`src/rtl/pe_mac_unit_pkg.sv`:
```
// rtl/pe_mac_unit_pkg.sv - shared PE state encodings and default sizing
// Package pe_pkg: one-hot PE state type and default DATA_W/ACC_W/DONE_DELAY,
// shared by the PE, the systolic-array controller and the array top.
package pe_pkg;

    // One-hot encoding; 4'b1000 is reserved for a future state.
    typedef enum logic [3:0] {
        PE_IDLE = 4'b0001,
        PE_MULT = 4'b0010,
        PE_ACC  = 4'b0100
    } pe_state_t;

    localparam int PE_DATA_W     = 8;
    localparam int PE_ACC_W      = 20;
    localparam int PE_DONE_DELAY = 2;

endpackage

```
`src/rtl/pe_mac_unit_if.sv`:
```
// rtl/pe_mac_unit_if.sv - PE control/operand/result bundle
// Interface pe_mac_unit_if
//   master: drives clr, start, a_in, b_in; observes the PE results
//   slave : the PE; drives a_out, b_out, acc_out, busy, done, delayed_done
interface pe_mac_unit_if
    import pe_pkg::*;
#(
    parameter int DATA_W = PE_DATA_W,
    parameter int ACC_W  = PE_ACC_W
) ();

    logic              clr;
    logic              start;
    logic [DATA_W-1:0] a_in;
    logic [DATA_W-1:0] b_in;
    logic [DATA_W-1:0] a_out;
    logic [DATA_W-1:0] b_out;
    logic [ACC_W-1:0]  acc_out;
    logic              busy;
    logic              done;
    logic              delayed_done;

    modport master (
        output clr, start, a_in, b_in,
        input  a_out, b_out, acc_out, busy, done, delayed_done
    );

    modport slave (
        input  clr, start, a_in, b_in,
        output a_out, b_out, acc_out, busy, done, delayed_done
    );

endinterface

```
`src/rtl/pe_mac_unit_shift_add_mult.sv`:
```
// rtl/pe_mac_unit_shift_add_mult.sv - iterative unsigned shift-add multiplier
// Module pe_shift_add_mult
//   clk, rst      : clock, synchronous active-high reset
//   load          : latch a_in/b_in, clear product and bit counter
//   step          : one shift-add iteration on the current multiplier bit
//   a_reg, b_reg  : latched operands (also the PE's forwarded operands)
//   product       : 2*DATA_W-bit partial/final product
//   last          : the step being taken now is the final one
module pe_shift_add_mult
    import pe_pkg::*;
#(
    parameter int DATA_W = PE_DATA_W
) (
    input  logic                  clk,
    input  logic                  rst,
    input  logic                  load,
    input  logic                  step,
    input  logic [DATA_W-1:0]     a_in,
    input  logic [DATA_W-1:0]     b_in,
    output logic [DATA_W-1:0]     a_reg,
    output logic [DATA_W-1:0]     b_reg,
    output logic [2*DATA_W-1:0]   product,
    output logic                  last
);

    localparam int PROD_W = 2 * DATA_W;
    localparam int CNT_W  = (DATA_W > 1) ? $clog2(DATA_W) : 1;

    logic [CNT_W-1:0]  cnt;
    logic [PROD_W-1:0] a_shift;

    assign a_shift = {{DATA_W{1'b0}}, a_reg} << cnt;
    assign last    = (cnt == CNT_W'(DATA_W - 1));

    always_ff @(posedge clk) begin
        if (rst) begin
            a_reg   <= '0;
            b_reg   <= '0;
            product <= '0;
            cnt     <= '0;
        end else if (load) begin
            a_reg   <= a_in;
            b_reg   <= b_in;
            product <= '0;
            cnt     <= '0;
        end else if (step) begin
            if (b_reg[cnt]) begin
                product <= product + a_shift;
            end
            cnt <= cnt + CNT_W'(1);
        end
    end

endmodule

```
`src/rtl/pe_mac_unit.sv`:
```
// rtl/pe_mac_unit.sv - systolic-array processing element (MAC)
// Module pe_mac_unit
//   clk, rst : clock, synchronous active-high reset
//   bus      : slave side of pe_mac_unit_if
//              in : clr, start, a_in, b_in
//              out: a_out, b_out (forwarded operands), acc_out, busy,
//                   done (1-cycle), delayed_done (done + DONE_DELAY cycles)
module pe_mac_unit
    import pe_pkg::*;
#(
    parameter int DATA_W     = PE_DATA_W,
    parameter int ACC_W      = PE_ACC_W,
    parameter int DONE_DELAY = PE_DONE_DELAY
) (
    input  logic         clk,
    input  logic         rst,
    pe_mac_unit_if.slave bus
);

    localparam int PROD_W = 2 * DATA_W;

    pe_state_t             state;
    pe_state_t             state_next;
    logic                  mult_load;
    logic                  mult_step;
    logic                  mult_last;
    logic                  acc_upd;
    logic                  acc_clr;
    logic                  busy_c;
    logic [PROD_W-1:0]     product;
    logic [ACC_W-1:0]      prod_ext;
    logic [ACC_W-1:0]      acc;
    logic                  done_q;
    logic [DONE_DELAY-1:0] dly;

    pe_shift_add_mult #(.DATA_W(DATA_W)) u_mult (
        .clk     (clk),
        .rst     (rst),
        .load    (mult_load),
        .step    (mult_step),
        .a_in    (bus.a_in),
        .b_in    (bus.b_in),
        .a_reg   (bus.a_out),
        .b_reg   (bus.b_out),
        .product (product),
        .last    (mult_last)
    );

    // Narrow accumulators drop the product's upper bits before the add.
    generate
        if (ACC_W >= PROD_W) begin : g_prod_zext
            assign prod_ext = ACC_W'(product);
        end else begin : g_prod_trunc
            assign prod_ext = product[ACC_W-1:0];
        end
    endgenerate

    always_ff @(posedge clk) begin
        if (rst) begin
            state <= PE_IDLE;
        end else begin
            state <= state_next;
        end
    end

    always_comb begin
        state_next = state;
        case (state)
            PE_IDLE: if (bus.start) state_next = PE_MULT;
            PE_MULT: if (mult_last) state_next = PE_ACC;
            PE_ACC:  state_next = PE_IDLE;
            default: state_next = PE_IDLE;
        endcase
    end

    // start and clr are only honoured in IDLE; both may act in the same cycle.
    always_comb begin
        mult_load = 1'b0;
        mult_step = 1'b0;
        acc_upd   = 1'b0;
        acc_clr   = 1'b0;
        busy_c    = 1'b0;
        case (state)
            PE_IDLE: begin
                mult_load = bus.start;
                acc_clr   = bus.clr;
            end
            PE_MULT: begin
                mult_step = 1'b1;
                busy_c    = 1'b1;
            end
            PE_ACC: begin
                acc_upd = 1'b1;
                busy_c  = 1'b1;
            end
            default: ;
        endcase
    end

    always_ff @(posedge clk) begin
        if (rst) begin
            acc    <= '0;
            done_q <= 1'b0;
            dly    <= '0;
        end else begin
            done_q <= acc_upd;
            if (acc_clr) begin
                acc <= '0;
            end else if (acc_upd) begin
                acc <= acc + prod_ext;
            end
            dly[0] <= done_q;
            for (int i = 1; i < DONE_DELAY; i++) begin
                dly[i] <= dly[i-1];
            end
        end
    end

    assign bus.acc_out      = acc;
    assign bus.busy         = busy_c;
    assign bus.done         = done_q;
    assign bus.delayed_done = dly[DONE_DELAY-1];

endmodule

```
`src/flat_wrapper.sv`:
```
// flat-port wrapper written by rule: the top's interface ports become plain ports
module pe_mac_unit_flat import pe_pkg::*;
#(
    parameter int DATA_W     = PE_DATA_W,
    parameter int ACC_W      = PE_ACC_W,
    parameter int DONE_DELAY = PE_DONE_DELAY
)
  (clk, rst, bus_clr, bus_start, bus_a_in, bus_b_in, bus_a_out, bus_b_out, bus_acc_out, bus_busy, bus_done, bus_delayed_done);
  pe_mac_unit_if #(.DATA_W(DATA_W), .ACC_W(ACC_W)) bus_i ();
  input  logic clk;
  input  logic rst;
  input wire logic [$bits(bus_i.clr)-1:0] bus_clr;
  input wire logic [$bits(bus_i.start)-1:0] bus_start;
  input wire logic [$bits(bus_i.a_in)-1:0] bus_a_in;
  input wire logic [$bits(bus_i.b_in)-1:0] bus_b_in;
  output wire logic [$bits(bus_i.a_out)-1:0] bus_a_out;
  output wire logic [$bits(bus_i.b_out)-1:0] bus_b_out;
  output wire logic [$bits(bus_i.acc_out)-1:0] bus_acc_out;
  output wire logic [$bits(bus_i.busy)-1:0] bus_busy;
  output wire logic [$bits(bus_i.done)-1:0] bus_done;
  output wire logic [$bits(bus_i.delayed_done)-1:0] bus_delayed_done;
  assign bus_i.clr = bus_clr;
  assign bus_i.start = bus_start;
  assign bus_i.a_in = bus_a_in;
  assign bus_i.b_in = bus_b_in;
  assign bus_a_out = bus_i.a_out;
  assign bus_b_out = bus_i.b_out;
  assign bus_acc_out = bus_i.acc_out;
  assign bus_busy = bus_i.busy;
  assign bus_done = bus_i.done;
  assign bus_delayed_done = bus_i.delayed_done;
  pe_mac_unit #(.DATA_W(DATA_W), .ACC_W(ACC_W), .DONE_DELAY(DONE_DELAY)) u_core (.clk(clk), .rst(rst), .bus(bus_i));
endmodule
```
`config.mk`:
```
export PLATFORM = sky130hd
export DESIGN_NAME = pe_mac_unit_flat
export DESIGN_NICKNAME = d
export VERILOG_FILES = /design/src/rtl/pe_mac_unit_pkg.sv /design/src/rtl/pe_mac_unit_if.sv /design/src/rtl/pe_mac_unit_shift_add_mult.sv /design/src/rtl/pe_mac_unit.sv /design/src/flat_wrapper.sv
export SDC_FILE = /design/constraint.sdc
export NUM_CORES = 1
export LEC_CHECK = 0
export BUFFER_PORTS_ARGS = -buffer_cell sky130_fd_sc_hd__buf_4
export CAP_MARGIN = 20
export CORE_AREA = 10 10 124 98
export CTS_CLUSTER_DIAMETER = 80
export DETAILED_ROUTE_END_ITERATION = 8
export DIE_AREA = 0 0 134 108
export PLACE_DENSITY = 0.61
export SYNTH_ARGS = -nofsm -noshare
export SYNTH_HDL_FRONTEND = slang
export SYNTH_SLANG_ARGS = --single-unit
export TNS_END_PERCENT = 10
```
`constraint.sdc`:
```
create_clock -name clk -period 3.96 [get_ports clk]
set_input_delay 0.198 -clock clk [delete_from_list [all_inputs] [get_ports clk]]
set_output_delay 0.198 -clock clk [all_outputs]
set_load 0.01 [all_outputs]
```
==> results.sh <==
export IMPL_status="finished, final reports clean"
export IMPL_clock_tree_root_cell="clkbuf_16"
export IMPL_reg2reg_depth=10
export IMPL_final_common_cell="nand2_1"
export IMPL_tightest_slew_ps=715
export IMPL_finalNonFillerCells=715
export IMPL_cts_buffer_depth=2
export IMPL_track_usage=0.149
export IMPL_timing_hold_worst_endpoint="u_core.u_mult.a_reg[4]"
export IMPL_grt_pass1_wl_um=17700
export IMPL_max_ffs_per_register=20
export IMPL_core_region_area_um2=9890
export IMPL_max_cap_violations=0
export IMPL_final_net_count=630
export IMPL_worst_path_largest_cell_delay_ps=750
export IMPL_synth_area_leader_cell="dfxtp_1"
export IMPL_synth_xor_area_share=0.0362
export IMPL_wire_length_per_cell_after_detailed_routing_um=15.3
export IMPL_hold_viol=0
export IMPL_final_layout_size_suffix_gt1_frac=0.155
export IMPL_timing_reg2reg_setup_slack_ps=710
export IMPL_std_cell_rows=32
export IMPL_placedCellCount=700
export IMPL_rr_endpoint="u_core.u_mult.product[15]"
export IMPL_setup_worst_path_start_class="flop"
export IMPL_post_route_min_period_ps=3250
export IMPL_peakVddDrop_mv=0.177
export IMPL_die_width_um=134
export IMPL_cellPowerDensity_nw_per_um2=314
export IMPL_whs_ps=115
export IMPL_cts_hold_buffers=0
export IMPL_min_period_over_period=0.820
export IMPL_numClockSinks=61
export IMPL_synthCells=528
export IMPL_buffer_and_inverter_count_on_the_worst_path=0
export IMPL_finalPower_w=0.00154
export IMPL_path_clk_slew_ps=50
export IMPL_timing_final_max_slew_violations=0
export IMPL_design_die_area_um2=14500
export IMPL_hold_path_start="bus_a_in[4]"
export IMPL_relSlewSlack=0.522
export IMPL_final_fill_count=980
export IMPL_max_freq_mhz=308
export IMPL_path_class="flop to flop"
export IMPL_detail_route_first_pass_iterations=5
export IMPL_critPathSlowestCell="dfxtp_1"
export IMPL_min_path_cells=3
export IMPL_compound_gate_portion_of_the_synthesized_area=0.233
export IMPL_drt_first_iter_violations=310
export IMPL_layout_common_cells="nand2_1 (101), a21oi_1 (66), dfxtp_1 (61), buf_4 (60), nor2_1 (35)"
export IMPL_final_setup_tns_ps=0
export IMPL_synth_yosys_warnings=0
export IMPL_grt_overflow=0
export IMPL_startpoint="u_core.u_mult.cnt[1]"
export IMPL_timing_clock_skew_ps=4.43
export IMPL_placement_io_buffers=58
export IMPL_grt_setup_unrepaired="false"
export IMPL_worst_ep_required_time_ps=4210
export IMPL_n_antenna_cell=0
export IMPL_hold_class="input pin to flop"
export IMPL_number_of_antenna_violations_at_the_first_check_in_global_routing=0
export IMPL_detail_route_drc_violations=0
export IMPL_yosys_area_share_adder=0.110
export IMPL_grt_pass1_vias=3495
export IMPL_crit_chain="mux2i_1, o22ai_1, and2_1, ha_1, o21ai_0, o21ai_1, a21boi_0, o31a_1, or3_1, a21oi_1"
export IMPL_timing_critical_path_arrival_ps=3490
export IMPL_top_level_ports=59
export IMPL_synth_area_top_cells="dfxtp_1 (30%), ha_1 (10%), nand2_1 (9.2%)"
export IMPL_viasPerCell=5.40
export IMPL_globalplace_congestion=0.904
export IMPL_postCtsResizedCells=0
export IMPL_mean_syn_cell_area_um2=7.79
export IMPL_power_leakage_nw=2.00
export IMPL_starting_utilization_of_the_core_area=0.416
export IMPL_detailedPlacementHpwl_um=8360
export IMPL_synthesis_nets=583
export IMPL_route_antenna_remaining_nets=0
export IMPL_post_route_util=0.496
export IMPL_vias=3858
export IMPL_synth_simple_gate_area_frac=0.223
export IMPL_ys_ff_latch=61
export IMPL_setup_viol_count_final=0
export IMPL_area_delta_synth_final_pct=19.3
export IMPL_synth_cell_types=52
export IMPL_yosys_most_used_dff="dfxtp_1"
export IMPL_synth_top_cell_area_share=0.297
export IMPL_dominant_combinational_cell_family_by_area_after_synthesis="compound AO/OA/AOI/OAI gates"
export IMPL_ys_seq_area_frac=0.297
export IMPL_tritoncts="built"
export IMPL_cts_post_setup_buffers_inserted=0
export IMPL_async_flop_share=0
export IMPL_grt_start_max_net_pins=25
export IMPL_clk_latency_ps=330
export IMPL_die_height_um=108
export IMPL_critPathTopFamily="compound AO/OA/AOI/OAI gates"
export IMPL_total_wirelength_of_the_detailed_routed_design_um=11000
export IMPL_tritoncts_num_buffers=9
export IMPL_critPathMaxFanout=17
export IMPL_mapped_cell_area_um2=4110
export IMPL_htree_levels=3
export IMPL_end_kind="flop"
export IMPL_timing_rr_start="u_core.u_mult.cnt[1]"
export IMPL_synthMuxAreaShare=0.0666
export IMPL_synth_edff_count=0
worst max-delay path by stage:
stage	to	slack (ps)	cells after the start
global route	u_core.u_mult.product[15]	470	10
global placement	u_core.u_mult.product[15]	880	10
CTS	u_core.u_mult.product[15]	740	10
finish	u_core.u_mult.product[15]	710	10
detailed placement	u_core.u_mult.product[15]	770	10
floorplan	u_core.u_mult.product[15]	1060	12
layer usage:
metal | global-route usage | share of wire
met1 | 0.207 | 0.51
met2 | 0.216 | 0.43
met3 | 0.0417 | 0.050
met4 | 0.0519 | 0.014
met5 | 0 | 0
final cells by class:
type	count	area, um^2	area share
Timing Repair Buffer	60	450	0.0918
Sequential cell	61	1220	0.249
Tap cell	136	170	0.0347
Clock buffer	11	243	0.0495
Clock inverter	4	48.8	0.00994
Inverter	6	22.5	0.00459
Multi-Input combinational cell	437	2750	0.561
where the power goes:
| part | leakage, nW | internal [W] | switching, W | total (W) |
|---|---|---|---|---|
| clock | 0.145 | 0.000499 | 0.000278 | 0.000777 |
| sequential | 0.494 | 0.000627 | 0.0000147 | 0.000642 |
| combinational | 1.36 | 0.0000542 | 0.0000696 | 0.000124 |
cell families (layout without fill, tap and decap cells):
logic type | count (synthesis) | count (layout)
AND/OR/NAND/NOR | 205 | 205
buffers and inverters | 30 | 81
adder cells (fa/ha/maj) | 35 | 35
XOR/XNOR | 17 | 17
AO/OA/AOI/OAI | 156 | 156
flip-flops | 61 | 61
multiplexers | 24 | 24
synth_stat cells, types with 7 or more instances:
cell type  number
a21o_1          7
a21oi_1        66
clkbuf_1       16
dfxtp_1        61
ha_1           33
mux2_2          7
mux2i_1        15
nand2_1       101
nand3_1        16
nor2_1         35
nor2b_1         8
nor3_1         12
o21ai_0        26
o21bai_1        8
xnor2_1        10
xor2_1          7
worst register-to-register path, stage by stage (launching register included):
cell and delay, ps:
dfxtp_1 750, mux2i_1 300, o22ai_1 110, and2_1 210, ha_1 360, o21ai_0 160, o21ai_1 280, a21boi_0 230
o31a_1 330, or3_1 310, a21oi_1 140
through the flow:
stage	area (um^2)	setup WS [ps]
after floorplan	4110	1060
after global placement	4620	884
after detailed placement	4620	767
after CTS	4910	737
after global routing	4910	472
final	4910	713
Power figures use the tool's default switching activity.
